===== src/rtl/trig_taylor_pkg.sv =====
// rtl/trig_taylor_pkg.sv - shared types, limits and reciprocal constants for trig_taylor
package trig_taylor_pkg;

  localparam int MAX_TERMS = 8;
  localparam int KW        = $clog2(MAX_TERMS);

  typedef enum logic [2:0] {IDLE, SQ, MULX, MULR, ACC, DONE} state_t;

  typedef enum logic {MODE_SIN = 1'b0, MODE_COS = 1'b1} mode_t;

  typedef enum logic [2:0] {
    OP_HOLD,
    OP_LOAD,
    OP_MULX,
    OP_MULR,
    OP_ADD,
    OP_SUB
  } mac_op_t;

  // Rounded Q.frac value of the k-th term ratio; k = 0 has no ratio and yields 0.
  function automatic int recip(input logic mode, input int k, input int frac);
    int d;
    d = mode ? (2 * k - 1) * (2 * k) : (2 * k) * (2 * k + 1);
    if (k < 1 || d == 0) return 0;
    return ((1 << frac) + d / 2) / d;
  endfunction

endpackage


===== src/rtl/trig_taylor_mac.sv =====
// rtl/trig_taylor_mac.sv - shared multiplier with x2/term/sum registers for the series recurrence
module trig_taylor_mac
  import trig_taylor_pkg::*;
#(
  parameter int IW   = 20,
  parameter int FRAC = 14
) (
  input  logic                 clk_i,
  input  logic                 rstn_i,
  input  logic [2:0]           op_i,
  input  logic signed [IW-1:0] x_i,
  input  logic signed [IW-1:0] init_i,
  input  logic signed [IW-1:0] coef_i,
  output logic signed [IW-1:0] sum_o
);

  logic signed [IW-1:0]   x2_q;
  logic signed [IW-1:0]   term_q;
  logic signed [IW-1:0]   sum_q;
  logic signed [IW-1:0]   op_a;
  logic signed [IW-1:0]   op_b;
  logic signed [IW-1:0]   mul_res;
  logic signed [2*IW-1:0] prod;

  // Operand mux: the single multiplier serves x*x, term*x2 and term*coef.
  always_comb begin
    op_a = term_q;
    op_b = x2_q;
    case (op_i)
      OP_LOAD: begin
        op_a = x_i;
        op_b = x_i;
      end
      OP_MULR: op_b = coef_i;
      default: ;
    endcase
    prod    = (2*IW)'(op_a) * (2*IW)'(op_b);
    mul_res = IW'(prod >>> FRAC);
  end

  always_ff @(posedge clk_i or negedge rstn_i) begin
    if (!rstn_i) begin
      x2_q   <= '0;
      term_q <= '0;
      sum_q  <= '0;
    end else begin
      case (op_i)
        OP_LOAD: begin
          x2_q   <= mul_res;
          term_q <= init_i;
          sum_q  <= init_i;
        end
        OP_MULX, OP_MULR: term_q <= mul_res;
        OP_ADD:           sum_q  <= sum_q + term_q;
        OP_SUB:           sum_q  <= sum_q - term_q;
        default: ;
      endcase
    end
  end

  assign sum_o = sum_q;

endmodule


===== src/rtl/trig_taylor.sv =====
// rtl/trig_taylor.sv - iterative Taylor-series sin/cos unit with ready/valid handshake
module trig_taylor
  import trig_taylor_pkg::*;
#(
  parameter int W      = 16,
  parameter int FRAC   = 14,
  parameter int NTERMS = 4,
  parameter int GUARD  = 4
) (
  input  logic         clk_i,
  input  logic         rstn_i,
  input  logic         start_i,
  input  logic         mode_i,
  input  logic [W-1:0] x_i,
  output logic         ready_o,
  output logic [W-1:0] result_o,
  output logic         valid_o,
  input  logic         ready_i
);

  localparam int IW    = W + GUARD;
  localparam int ONE_I = 1 << FRAC;
  localparam logic signed [IW-1:0] ONE    = IW'(ONE_I);
  localparam logic signed [IW-1:0] SAT_HI = {{(GUARD+1){1'b0}}, {(W-1){1'b1}}};
  localparam logic signed [IW-1:0] SAT_LO = {{(GUARD+1){1'b1}}, {(W-1){1'b0}}};
  localparam logic [KW-1:0]        K_LAST = KW'(NTERMS - 1);

  if (NTERMS < 2 || NTERMS > MAX_TERMS || FRAC >= W) begin : g_bad_cfg
    $error("trig_taylor: NTERMS must be 2..MAX_TERMS and FRAC below W");
  end

  state_t               state_q;
  state_t               state_d;
  mode_t                mode_q;
  logic signed [W-1:0]  x_q;
  logic [KW-1:0]        k_q;
  logic                 valid_q;
  logic [W-1:0]         result_q;
  logic [2:0]           mac_op;
  logic signed [IW-1:0] x_ext;
  logic signed [IW-1:0] init_val;
  logic signed [IW-1:0] coef;
  logic signed [IW-1:0] sum;
  logic [W-1:0]         sat_val;

  logic signed [IW-1:0] recip_tab [2][MAX_TERMS];

  for (genvar m = 0; m < 2; m++) begin : g_rm
    for (genvar j = 0; j < MAX_TERMS; j++) begin : g_rk
      assign recip_tab[m][j] = IW'(recip(m != 0, j, FRAC));
    end
  end

  assign x_ext    = IW'(x_q);
  assign init_val = (mode_q == MODE_COS) ? ONE : x_ext;
  assign coef     = recip_tab[mode_q][k_q];

  trig_taylor_mac #(
    .IW   (IW),
    .FRAC (FRAC)
  ) u_mac (
    .clk_i  (clk_i),
    .rstn_i (rstn_i),
    .op_i   (mac_op),
    .x_i    (x_ext),
    .init_i (init_val),
    .coef_i (coef),
    .sum_o  (sum)
  );

  always_comb begin
    if (sum > SAT_HI)      sat_val = SAT_HI[W-1:0];
    else if (sum < SAT_LO) sat_val = SAT_LO[W-1:0];
    else                   sat_val = sum[W-1:0];
  end

  always_comb begin
    state_d = state_q;
    mac_op  = OP_HOLD;
    case (state_q)
      IDLE: if (start_i) state_d = SQ;
      SQ: begin
        mac_op  = OP_LOAD;
        state_d = MULX;
      end
      MULX: begin
        mac_op  = OP_MULX;
        state_d = MULR;
      end
      MULR: begin
        mac_op  = OP_MULR;
        state_d = ACC;
      end
      ACC: begin
        // Odd terms of both series carry a negative sign.
        mac_op  = k_q[0] ? OP_SUB : OP_ADD;
        state_d = (k_q == K_LAST) ? DONE : MULX;
      end
      DONE: if (valid_q && ready_i) state_d = IDLE;
      default: state_d = IDLE;
    endcase
  end

  always_ff @(posedge clk_i or negedge rstn_i) begin
    if (!rstn_i) begin
      state_q  <= IDLE;
      mode_q   <= MODE_SIN;
      x_q      <= '0;
      k_q      <= '0;
      valid_q  <= 1'b0;
      result_q <= '0;
    end else begin
      state_q <= state_d;
      if (state_q == IDLE && start_i) begin
        x_q    <= x_i;
        mode_q <= mode_t'(mode_i);
      end
      if (state_q == SQ) begin
        k_q <= KW'(1);
      end else if (state_q == ACC && k_q != K_LAST) begin
        k_q <= k_q + KW'(1);
      end
      // Result is captured once on DONE entry so it stays frozen under back-pressure.
      if (state_q == DONE && !valid_q) begin
        valid_q  <= 1'b1;
        result_q <= sat_val;
      end else if (valid_q && ready_i) begin
        valid_q <= 1'b0;
      end
    end
  end

  assign ready_o  = (state_q == IDLE);
  assign valid_o  = valid_q;
  assign result_o = result_q;

endmodule


===== config.mk =====
export PLATFORM = sky130hd
export DESIGN_NAME = trig_taylor
export DESIGN_NICKNAME = d
export VERILOG_FILES = /design/src/rtl/trig_taylor_pkg.sv /design/src/rtl/trig_taylor_mac.sv /design/src/rtl/trig_taylor.sv
export SDC_FILE = /design/constraint.sdc
export NUM_CORES = 1
export LEC_CHECK = 0
export ABC_AREA = 1
export CAP_MARGIN = 20
export CORE_MARGIN = 3
export CORE_UTILIZATION = 40
export CTS_CLUSTER_DIAMETER = 100
export DETAILED_ROUTE_END_ITERATION = 7
export GPL_TIMING_DRIVEN = 0
export HOLD_SLACK_MARGIN = 0.1
export SYNTH_ARGS = -nofsm -noshare
export SYNTH_HDL_FRONTEND = slang
export SYNTH_SLANG_ARGS = --single-unit

===== constraint.sdc =====
create_clock -name clk_i -period 17.35 [get_ports clk_i]
set_input_delay 3.47 -clock clk_i [delete_from_list [all_inputs] [get_ports clk_i]]
set_output_delay 3.47 -clock clk_i [all_outputs]
set_load 0.03 [all_outputs]

After elaboration in Yosys (flattened, before gate mapping)
Index checks and enable logic that the tools add are counted.
Operators by class
  add/sub/neg operators: 3
  $mul: 1
  order comparisons: 4
  equality and inequality tests: 14
  multiplexer cells: 23
  bitwise gates (word level): 2
  reductions and logical operators: 12
Operators with widths (number)
  $mux 160: 2
  $mux 134: 1
  $mux 20: 4
  $pmux 20 s2: 2
  $bmux 20 s3: 1
  $pmux 20 s3: 1
  $mul 20x20->34: 1
  $mux 16: 2
  $add 20x20->20: 1
  $gt 20x16->1 const B: 1
  $lt 20x16->1 const B: 1
  $sub 20x20->20: 1
  $pmux 3 s6: 1
  $eq 3x2->1 const B: 5
  $mux 3: 5
  $eq 3x3->1 const B: 4
  $pmux 3 s4: 1
  $eq 3x1->1 const B: 2
  $reduce_bool 2->1: 3
  $ge 4x4->1 const B: 1
  $logic_and 1x1->1: 4
  $ne 2x2->1 const B: 2
  $not 3->4: 1
  $add 3x1->3 const B: 1
  9 further kinds: 11
Word-level totals
  flip-flop bits (word level): 100
  input port bits: 21

Depth between registers and ports, before layout
Gate-level depths: netlist of run 1.
  word-level depth: 10
  depth in mapped cells: 40
  mapped depth without buffers: 38

Modules after synthesis
From an unflattened synthesis of run 1, not the netlist that was laid out.
Second synthesis, totals
  cells, all modules: 2653
  area, all modules: 20133.1 um2
By module, submodules not included
  trig_taylor_mac: instances 1, cells an instance 2364, area an instance 17988.5 um2, sequential area each 1501.4 um2
  trig_taylor: instances 1, cells an instance 289, area an instance 2144.6 um2, sequential area each 1001.0 um2

Worst setup path before layout of run 1
OpenSTA, ideal clock, no wires.
  kind: reg2reg
  start point: register mode_q
  end point: register u_mac.term_q[19]
  library setup time: 0.119 ns
  arrival: 7.451 ns
  setup slack: 9.780 ns
  stages on the path, launching flop included: 30
  buffers on the path: 3
  path through: dfrtp_1 > clkbuf_1 > inv_1 > clkbuf_1 > ha_1 > nor2_1 > nor2_1 > a221oi_1 > clkbuf_1 > nor2_1 > fa_1 > fa_1 > inv_1 > fa_1 > inv_1 > fa_1 > fa_1 > fa_1 > inv_1 > fa_1 > inv_1 > ha_1 > a21oi_1 > o21ai_0 > inv_1 > nor2_1 > a2111oi_0 > nand3_1 > nand3_1 > nand2_1
On the way
  cells in the longest elaborated chain, start to end: 10
  elaborated cells on any way between the ends: 11
RTL lines
  start, declared: RTL line trig_taylor.sv:34  | mode_t mode_q;
  start signal, assigned: RTL line trig_taylor.sv:116  | mode_q <= mode_t'(mode_i);
  $not 1->2 (not written as such): RTL line trig_taylor.sv:56  | assign coef = recip_tab[mode_q][k_q];
  $mux 134 (not written as such): RTL line trig_taylor.sv:56
  $mux 160 (not written as such) (2 in a row): RTL line trig_taylor.sv:56
  $bmux 20 s3: RTL line trig_taylor.sv:56
  $mux 20 (not written as such) (2 in a row): RTL line trig_taylor.sv:56
  $pmux 20 s2: RTL line trig_taylor_mac.sv:29  | case (op_i)
  $mul 20x20->34: RTL line trig_taylor_mac.sv:37  | prod = (2*IW)'(op_a) * (2*IW)'(op_b);
  $pmux 20 s2 *: RTL line trig_taylor_mac.sv:47  | case (op_i)
  end signal, assigned: RTL line trig_taylor_mac.sv:50  | term_q <= init_i;
  end signal, assigned: RTL line trig_taylor_mac.sv:53  | OP_MULX, OP_MULR: term_q <= mul_res;
  end, declared: RTL line trig_taylor_mac.sv:18  | logic signed [IW-1:0] term_q;
Every way passes the cells marked *; elsewhere a longest branch is shown, timed or not. The select of a mux whose other input is x is not followed.
A chain may end at the register's enable or synchronous reset.

Final worst setup path of run 1
Ends and elaborated chain as after synthesis.

==> results of run 1 <==
[Yosys cell counts (11+ instances only)]
library cell  instances  area, µm²
inv_1               558       2090
nand2_1             501       1880
fa_1                361       7230
nor2_1              352       1320
ha_1                127       1590
dfrtp_1             100       2500
a21oi_1              93        465
o21ai_0              85        425
nand3_1              82        410
clkbuf_1             56        210
xor2_1               25        219
a31oi_1              18        113
nor3_1               17       85.1
xnor2_1              15        131
nand3b_1             12       90.1
a22oi_1              11       82.6
[cell families after synthesis]
kind of cell             after synthesis  synth area share (%)
XOR/XNOR                              40                  1.77
AO/OA/AOI/OAI                        273                  8.18
flip-flops                           100                  12.7
AND/OR/NAND/NOR                      992                  20.1
buffers and inverters                647                  12.4
adder cells (fa/ha/maj)              488                  44.6
multiplexers                           5                 0.285
[critical path, delay by kind of cell (launching register included)]
kind,cells,cell delay (ps)
buffers and inverters,9,2170
flip-flops,1,450
AND/OR/NAND/NOR,7,920
AO/OA/AOI/OAI,4,1520
adder cells (fa/ha/maj),9,4580
[routing by layer]
metal	routed length [µm]	global-route usage (%)	vias to the layer above
met2	28400	38.5	614
met4	1920	6.45	0
met1	29300	37.4	8497
met3	4800	3.68	96
li1	-	-	7752
met5	0	0	-
[final timing paths]
path	start	end
max	mode_q	u_mac.term_q[19]
min reg2reg	u_mac.x2_q[19]	u_mac.x2_q[19]
min in group asynchronous	rstn_i	result_o[14]
max reg2reg	mode_q	u_mac.term_q[19]
max in group asynchronous	rstn_i	x_q[2]
min	u_mac.x2_q[19]	u_mac.x2_q[19]
[through the flow]
stage	hold WS [ps]	util, %	instance area (µm²)	worst slack (ps)	cells
finish	488	44.3	21400	7560	3260
global route	507	44.3	21400	7060	3260
CTS	486	44.3	21400	7670	3260
detailed placement	466	43.6	21000	7650	3244
global placement	466	43.5	21000	7600	3239
floorplan	449	-	19800	9780	2545
[flip-flops by register name, indices dropped and copies added, names as in the netlist]
register,cells
k_q,3
mode_q,1
result_o,16
state_q,3
u_mac.sum_o,20
u_mac.term_q,20
u_mac.x2_q,20
valid_o,1
x_q,16
[final cells by class]
class / instances / share of cell area, %
well taps: 656 / 3.84
inverters: 574 / 10.1
repair buffers: 43 / 2.09
flip-flops and latches: 100 / 11.7
clock inverters: 7 / 0.457
plain buffers: 73 / 1.37
clock buffers: 9 / 1.05
multi-input cells: 1798 / 69.4
==> metrics.yaml, run 1 <==
status:
  status: "complete, no violations"
clocking:
  insertion_delay_ps: 370
  cts_setup_buffers: 0
  cts_hold_buf: 0
  cts_root_buf: "clkbuf_16"
  ctsHtreeMaxLevel: 3
  clock_sinks: 100
  clkTransAtPathRegs_ps: 70
  cts_tree: "built"
  cts_made_buffers: 9
  cts.path.max_buffers: 2
  ctsResizeCount: 0
timing:
  min_period_ps: 9790
  worst_slew_pin_slew_ps: 1160
  rsz0062_at_grt: "false"
  slew_headroom_pct: 22.4
  final.period_utilization_pct: 56.4
  setup_viol: 0
  hold_viol_final: 0
  drv_slew: 0
  max_clock_freq_mhz: 102
  tns_ps: 0
  clock_skew_ps: 9.05
synthesis:
  ys_ff_latch: 100
  synthCells: 2545
  synth_edf_count: 0
  ys_warn_count: 0
  synth-main-ff-cell: "dfrtp_1"
  syn_nets: 3054
  yosys.cell_types.count: 53
  yosysSeqAreaShare_pct: 12.7
  syn_area_um2: 19800
  synth.avg_cell_area_um2: 7.77
  synth-async-reset-ratio_pct: 100
setup_path:
  crit_path_max_fanout: 12
  critPathKind: "flip-flop to flip-flop"
  crit_path_start_kind: "flip-flop"
  r2r_setup_slack_ps: 7560
  rr_worst_depth: 29
  slowest_stage: "fa_1"
  max_stage_delay_ps: 680
  required_ps: 17610
  critPathMostFrequentCell: "fa_1"
  crit_arrival_ps: 10050
  end_kind: "flip-flop"
floorplanning:
  rows: 80
  io_pins: 39
  die_w_um: 228
  initial_core_util_pct: 41.0
  core_um2: 48200
  die_h_um: 228
  die_area_um2: 52100
global_route:
  overflow: 0
  grt_max_degree: 66
  antenna_found_initial: 0
  gr-usage-all-layers_pct: 25.1
  grt_first_pass_wirelength_um: 101000
  grt_pass1_vias: 17400
detailed_routing:
  drc: 0
  dr.pass1.iters: 6
  routedWlPerCell_um: 19.8
  routed-via-count: 17000
  ant_nets: 0
  totalWireLength_um: 64400
  drtIter0Drc: 1546
  via_per_inst: 5.20
place:
  dp_hpwl_um: 53600
  port_buffers: 38
  gp_congestion: 0.951
finish:
  drive_gt1_share_pct: 2.69
  final_cell_mix: "inv_1 (558), nand2_1 (501), fa_1 (361)"
  fill_cells: 4986
  multi_input_area_um2: 14800
  antennaDiodeCount: 0
  nets: 3108
  area_delta_synth_final_pct: 8.06
  seq_area_um2: 2500
  mostFrequentLayoutCell: "inv_1"
run:
  max_cap_violations: 0
hold_path:
  hold_path_depth: 2
  min_path_type: "flip-flop to flip-flop"
Power of run 1 is not shown: default switching activity piles up to over one toggle a cycle in this logic, so the estimate is an artifact.
==> inputs of run 2 (changes only) <==
==> constraint.sdc (replaced) <==
create_clock -name clk_i -period 8.3 [get_ports clk_i]
set_input_delay 1.66 -clock clk_i [delete_from_list [all_inputs] [get_ports clk_i]]
set_output_delay 1.66 -clock clk_i [all_outputs]
set_load 0.03 [all_outputs]
==> run 2 against run 1 <==
First-iteration DRC count is 7.1% higher; register-to-register slack got worse by 7400 ps; final area rose by 2.8%; cell count grew 0.74%; via count is 1.5% higher; core utilization increased by 1.3 points; global-route usage rose by 0.28 points; wire length up 1.7%; sequential share of layout area is 0.29 points lower; clock skew increased by 1.9 ps; non-clock buffer count grew 24.
==> metrics.yaml, run 2 (same netlist as run 1, synthesis figures left out) <==
clocking:
  clock_sinks: 100  # unchanged
  cts_hold_buf: 0  # unchanged
  cts_made_buffers: 9  # unchanged
  clkTransAtPathRegs_ps: 80  # about the same
  cts.path.max_buffers: 2  # unchanged
  cts_root_buf: "clkbuf_16"
  insertion_delay_ps: 370  # about the same
  cts_tree: "built"
  ctsHtreeMaxLevel: 3  # unchanged
setup_path:
  crit_path_start_kind: "flip-flop"
  rr_startpoint: "mode_q"
  crit_path_max_fanout: 12  # unchanged
  required_ps: 8560  # -9050 ps
  crit_arrival_ps: 8370  # -1680 ps
  end_kind: "flip-flop"
  critPathKind: "flip-flop to flip-flop"
  max_stage_delay_ps: 550  # -130 ps
  crit_path_start: "mode_q"
  slowest_stage: "fa_1"
detailed_routing:
  dr.pass1.iters: 6  # unchanged
  drtIter0Drc: 1655  # +7.1%
  routedWlPerCell_um: 19.9  # +0.92%
  totalWireLength_um: 65500  # +1.7%
  via_per_inst: 5.24  # +0.72%
  ant_nets: 0  # unchanged
  routed-via-count: 17200  # +1.5%
  drc: 0  # unchanged
hold_path:
  min_path_type: "flip-flop to flip-flop"
  min_from: "result_o[8]"
global_route:
  overflow: 0  # unchanged
  grt_max_degree: 66  # unchanged
  gr-usage-all-layers_pct: 25.4  # +0.28 points
  grt_first_pass_wirelength_um: 102000  # +0.96%
  antenna_found_initial: 0  # unchanged
  grt_pass1_vias: 17500  # +0.49%
place:
  dp_hpwl_um: 53600  # unchanged
  port_buffers: 38  # unchanged
  dp_slack_ps: -1400  # -9050 ps
  gp_congestion: 0.951  # unchanged
timing:
  slew_headroom_pct: 40.2  # +18 points
  clock_skew_ps: 11.0  # +1.90 ps
  worst_slack_ps: 185  # -7380 ps
  hold_viol_final: 0  # unchanged
  max_clock_freq_mhz: 123  # +21%
  min_period_ps: 8110  # -1670 ps
  worst_slew_pin_slew_ps: 895  # -267 ps
  final.period_utilization_pct: 97.8  # +41 points
  drv_slew: 0  # unchanged
  setup_viol: 0  # unchanged
  rsz0062_at_grt: "true"
finish:
  fin_util_pct: 45.5  # +1.3 points
  final_cell_mix: "inv_1 (556), nand2_1 (498), fa_1 (359)"
  mostFrequentLayoutCell: "inv_1"
  area_delta_synth_final_pct: 11.1
  nets: 3132  # +0.77%
  antennaDiodeCount: 0  # unchanged
  drive_gt1_share_pct: 6.89  # +4.2 points
run:
  max_cap_violations: 0  # unchanged
floorplanning:
  core_um2: 48200  # unchanged
  initial_core_util_pct: 41.0  # unchanged
  die_h_um: 228  # unchanged
  die_w_um: 228  # unchanged
  die_area_um2: 52100  # unchanged
  rows: 80  # unchanged
  io_pins: 39  # unchanged
status:
  status: "complete, no violations"
## run 2: metal layers
layer  track usage [%]  up-vias  wire [µm]
met5                 0        -          0
met3              3.49      109       4610
met4              6.41        0       1780
li1                  -     7807          -
met2              39.1      592      29200
met1              37.9     8699      29900
## run 2: worst max-delay path: cells and delay by family, from the launching register on
kind | cells | cell delay, ps
AOI/OAI and AO/OA | 5 | 1250
adders and majority gates | 9 | 4150
buffers and inverters | 10 | 1110
DFF | 1 | 390
and+or+nand+nor | 11 | 1100
## run 2: final cells by class
type / instances / area [µm²]
buffer: 71 / 370
clock buffer: 9 / 225
clock inverter: 7 / 97.6
fill: 4915 / 26300
inverter: 574 / 2180
multi-input combinational: 1798 / 15100
sequential: 100 / 2510
tap: 656 / 821
timing repair buffer: 69 / 667
## run 2: through the flow
stage,instances,hold slack [ps],TNS [ps],instance area (µm²)
6_report,3284,488,0,22000
3_5_place_dp,3244,466,-27360,21000
5_1_grt,3284,507,-88.5,22000
4_1_cts,3267,486,0,21600
2_1_floorplan,2545,449,0,19800
3_3_place_gp,3239,466,-30290,21000
## run 2: worst paths after layout
check	depth (start not counted)	slack, ps	end
setup / recovery	35	190	u_mac.term_q[19]
hold / removal	2	490	result_o[8]
setup reg to reg	35	190	u_mac.term_q[19]
hold reg to reg	2	490	result_o[8]
max in group asynchronous	2	6290	mode_q
min in group asynchronous	1	1250	result_o[14]
## run 2: what timing repair did
item / CTS / global route
resized for setup: 54 / 98
setup buffers: 7 / 19
setup endpoints to repair: 40 / 33
pin swaps: 3 / 6
Power of run 2 is left out for the same reason.
==> inputs of run 3 (changes only) <==
--- a/config.mk
+++ b/config.mk
@@ -6,9 +6,10 @@
 export NUM_CORES = 1
 export LEC_CHECK = 0
 export ABC_AREA = 1
+export ABC_CLOCK_PERIOD_IN_PS = 8640
 export CAP_MARGIN = 20
 export CORE_MARGIN = 3
-export CORE_UTILIZATION = 40
+export CORE_UTILIZATION = 30
 export CTS_CLUSTER_DIAMETER = 100
 export DETAILED_ROUTE_END_ITERATION = 7
 export GPL_TIMING_DRIVEN = 0
==> constraint.sdc (replaced) <==
create_clock -name clk_i -period 8.64 [get_ports clk_i]
set_input_delay 1.728 -clock clk_i [delete_from_list [all_inputs] [get_ports clk_i]]
set_output_delay 1.728 -clock clk_i [all_outputs]
set_load 0.03 [all_outputs]
==> run 3 against run 2 <==
Cell count up 5.5%; clock skew down 1.3 ps; core utilization down 12 points; worst hold slack worse by 3.9 ps; non-clock buffer count down 19; flip-flop and latch count unchanged; final area down 0.87%; wire length down 8.7%; register-to-register slack better by 130 ps; critical path depth down 7.
==> metrics.yaml, run 3 (same netlist as run 1, synthesis figures left out) <==
finish:
  mostFrequentLayoutCell: "inv_1"
  drive_gt1_share_pct: 4.18  # -2.7 points
  final_cell_mix: "inv_1 (556), nand2_1 (501), fa_1 (360)"
  nets: 3114  # -0.57%
  fin_util_pct: 33.6  # -12 points
  stdcell_count: 3465  # +5.5%
  area_delta_synth_final_pct: 10.2
  antennaDiodeCount: 0  # unchanged
  design_area_um2: 21800  # -0.87%
place:
  place_area_um2: 21300  # +1.1%
  gp_congestion: 0.919  # -3.4%
  port_buffers: 38  # unchanged
  dp.cells: 3441  # +6.1%
  dp_slack_ps: -681  # +722 ps
  dp_hpwl_um: 50400  # -6.0%
floorplanning:
  io_pins: 39  # unchanged
  core_um2: 64800  # +34%
  rows: 93  # +16%
  die_w_um: 263  # +15%
  die_area_um2: 69000  # +32%
  initial_core_util_pct: 30.5  # -10 points
  die_h_um: 263  # +15%
clocking:
  cts_tree: "built"
  cts_made_buffers: 9  # unchanged
  cts.path.max_buffers: 2  # unchanged
  cts_root_buf: "clkbuf_16"
  clkTransAtPathRegs_ps: 80  # about the same
  insertion_delay_ps: 370  # about the same
  ctsHtreeMaxLevel: 3  # unchanged
  clock_sinks: 100  # unchanged
timing:
  max_clock_freq_mhz: 120  # -2.5%
  slew_headroom_pct: 35.7  # -4.5 points
  setup_viol: 0  # unchanged
  min_period_ps: 8320  # +209 ps
  drv_slew: 0  # unchanged
  hold_viol_final: 0  # unchanged
  clock_skew_ps: 9.70  # -1.26 ps
  worst_slew_pin_slew_ps: 965  # +69.5 ps
  rsz0062_at_grt: "false"
  final.period_utilization_pct: 96.3  # -1.4 points
  worst_slack_ps: 317  # +131 ps
status:
  status: "complete, no violations"
setup_path:
  critPathKind: "flip-flop to flip-flop"
  max_stage_delay_ps: 750  # +200 ps
  required_ps: 8850  # +290 ps
  critPathMostFrequentCell: "fa_1"
  slowest_stage: "a21oi_2"
  crit_path_start_kind: "flip-flop"
  crit_arrival_ps: 8540  # +170 ps
  end_kind: "flip-flop"
  crit_path_max_fanout: 10  # -2
detailed_routing:
  ant_nets: 0  # unchanged
  dr.pass1.iters: 6  # unchanged
  routed-via-count: 16800  # -2.5%
  drtIter0Drc: 1279  # -23%
  routedWlPerCell_um: 17.2  # -13%
  drc: 0  # unchanged
  via_per_inst: 4.84  # -7.6%
  totalWireLength_um: 59800  # -8.7%
global_route:
  grt_max_degree: 60  # -9.1%
  overflow: 0  # unchanged
  grt_first_pass_wirelength_um: 93400  # -8.8%
  gr-usage-all-layers_pct: 17.2  # -8.2 points
  grt_pass1_vias: 16700  # -4.6%
  antenna_found_initial: 1  # +1
run:
  max_cap_violations: 0  # unchanged
hold_path:
  min_path_type: "flip-flop to flip-flop"
==> run 3: changes by cell type in the layout (fill, tap and decap cells not counted), moves of 4 or more <==
cell and delta:
dfrtp_1 +5, buf_4 -19, clkbuf_1 +15, ha_1 +8
ha_2 -6, buf_2 -4, nor2_1 +6, clkinv_1 +6
clkbuf_4 -5, nor2_2 -4, a21oi_1 +4, clkinv_2 -4
dfrtp_2 -5
==> run 3: worst paths after layout <==
| kind | cells after the start | slack [ps] | endpoint | start |
|---|---|---|---|---|
| max | 28 | 320 | u_mac.term_q[6] | state_q[1] |
| min | 2 | 480 | u_mac.x2_q[15] | u_mac.x2_q[15] |
| max reg2reg | 28 | 320 | u_mac.term_q[6] | state_q[1] |
| min reg2reg | 2 | 480 | u_mac.x2_q[15] | u_mac.x2_q[15] |
| max in group asynchronous | 2 | 6590 | u_mac.x2_q[1] | rstn_i |
| min in group asynchronous | 1 | 1350 | result_o[15] | rstn_i |
==> run 3: worst max-delay path: cells and delay by family, from the launching register on <==
kind            cells  cell delay (ps)
flops               1              460
simple gates        6             1030
compound gates      5             1500
buf+inv             9             1270
fa+ha+maj           8             3890
==> run 3: routing by layer <==
| layer | track usage (%) | share of wire (%) | up-vias |
|---|---|---|---|
| met3 | 2.57 | 5.9 | 111 |
| met2 | 28.1 | 47 | 539 |
| met5 | 0 | 0.012 | - |
| li1 | - | - | 7776 |
| met1 | 23.7 | 44 | 8356 |
| met4 | 5.15 | 3.2 | 2 |
==> run 3: per-stage QoR <==
step                      hold WS (ps)  setup TNS [ps]
after floorplan                    449               0
after global placement             464          -15790
after detailed placement           466          -10750
after CTS                          489               0
after global routing               506               0
final                              484               0
==> run 3: layout make-up <==
| cell class | instances | area (µm²) |
|---|---|---|
| repair buffers | 49 | 488 |
| fillers | 6877 | 43000 |
| clock buffers | 9 | 225 |
| well taps | 855 | 1070 |
| inverters | 574 | 2160 |
| clock inverters | 7 | 58.8 |
| plain buffers | 72 | 323 |
| multi-input cells | 1799 | 15000 |
| flip-flops and latches | 100 | 2500 |
==> run 3: timing repair <==
action	in CTS	in global routing
setup buffers	2	6
cloned	0	1
hold buffers	0	0
endpoints found under the hold margin	0	0
resized for setup	12	50
endpoints found under the setup margin	30	32
pin swaps	1	2
Power of run 3 is left out for the same reason.
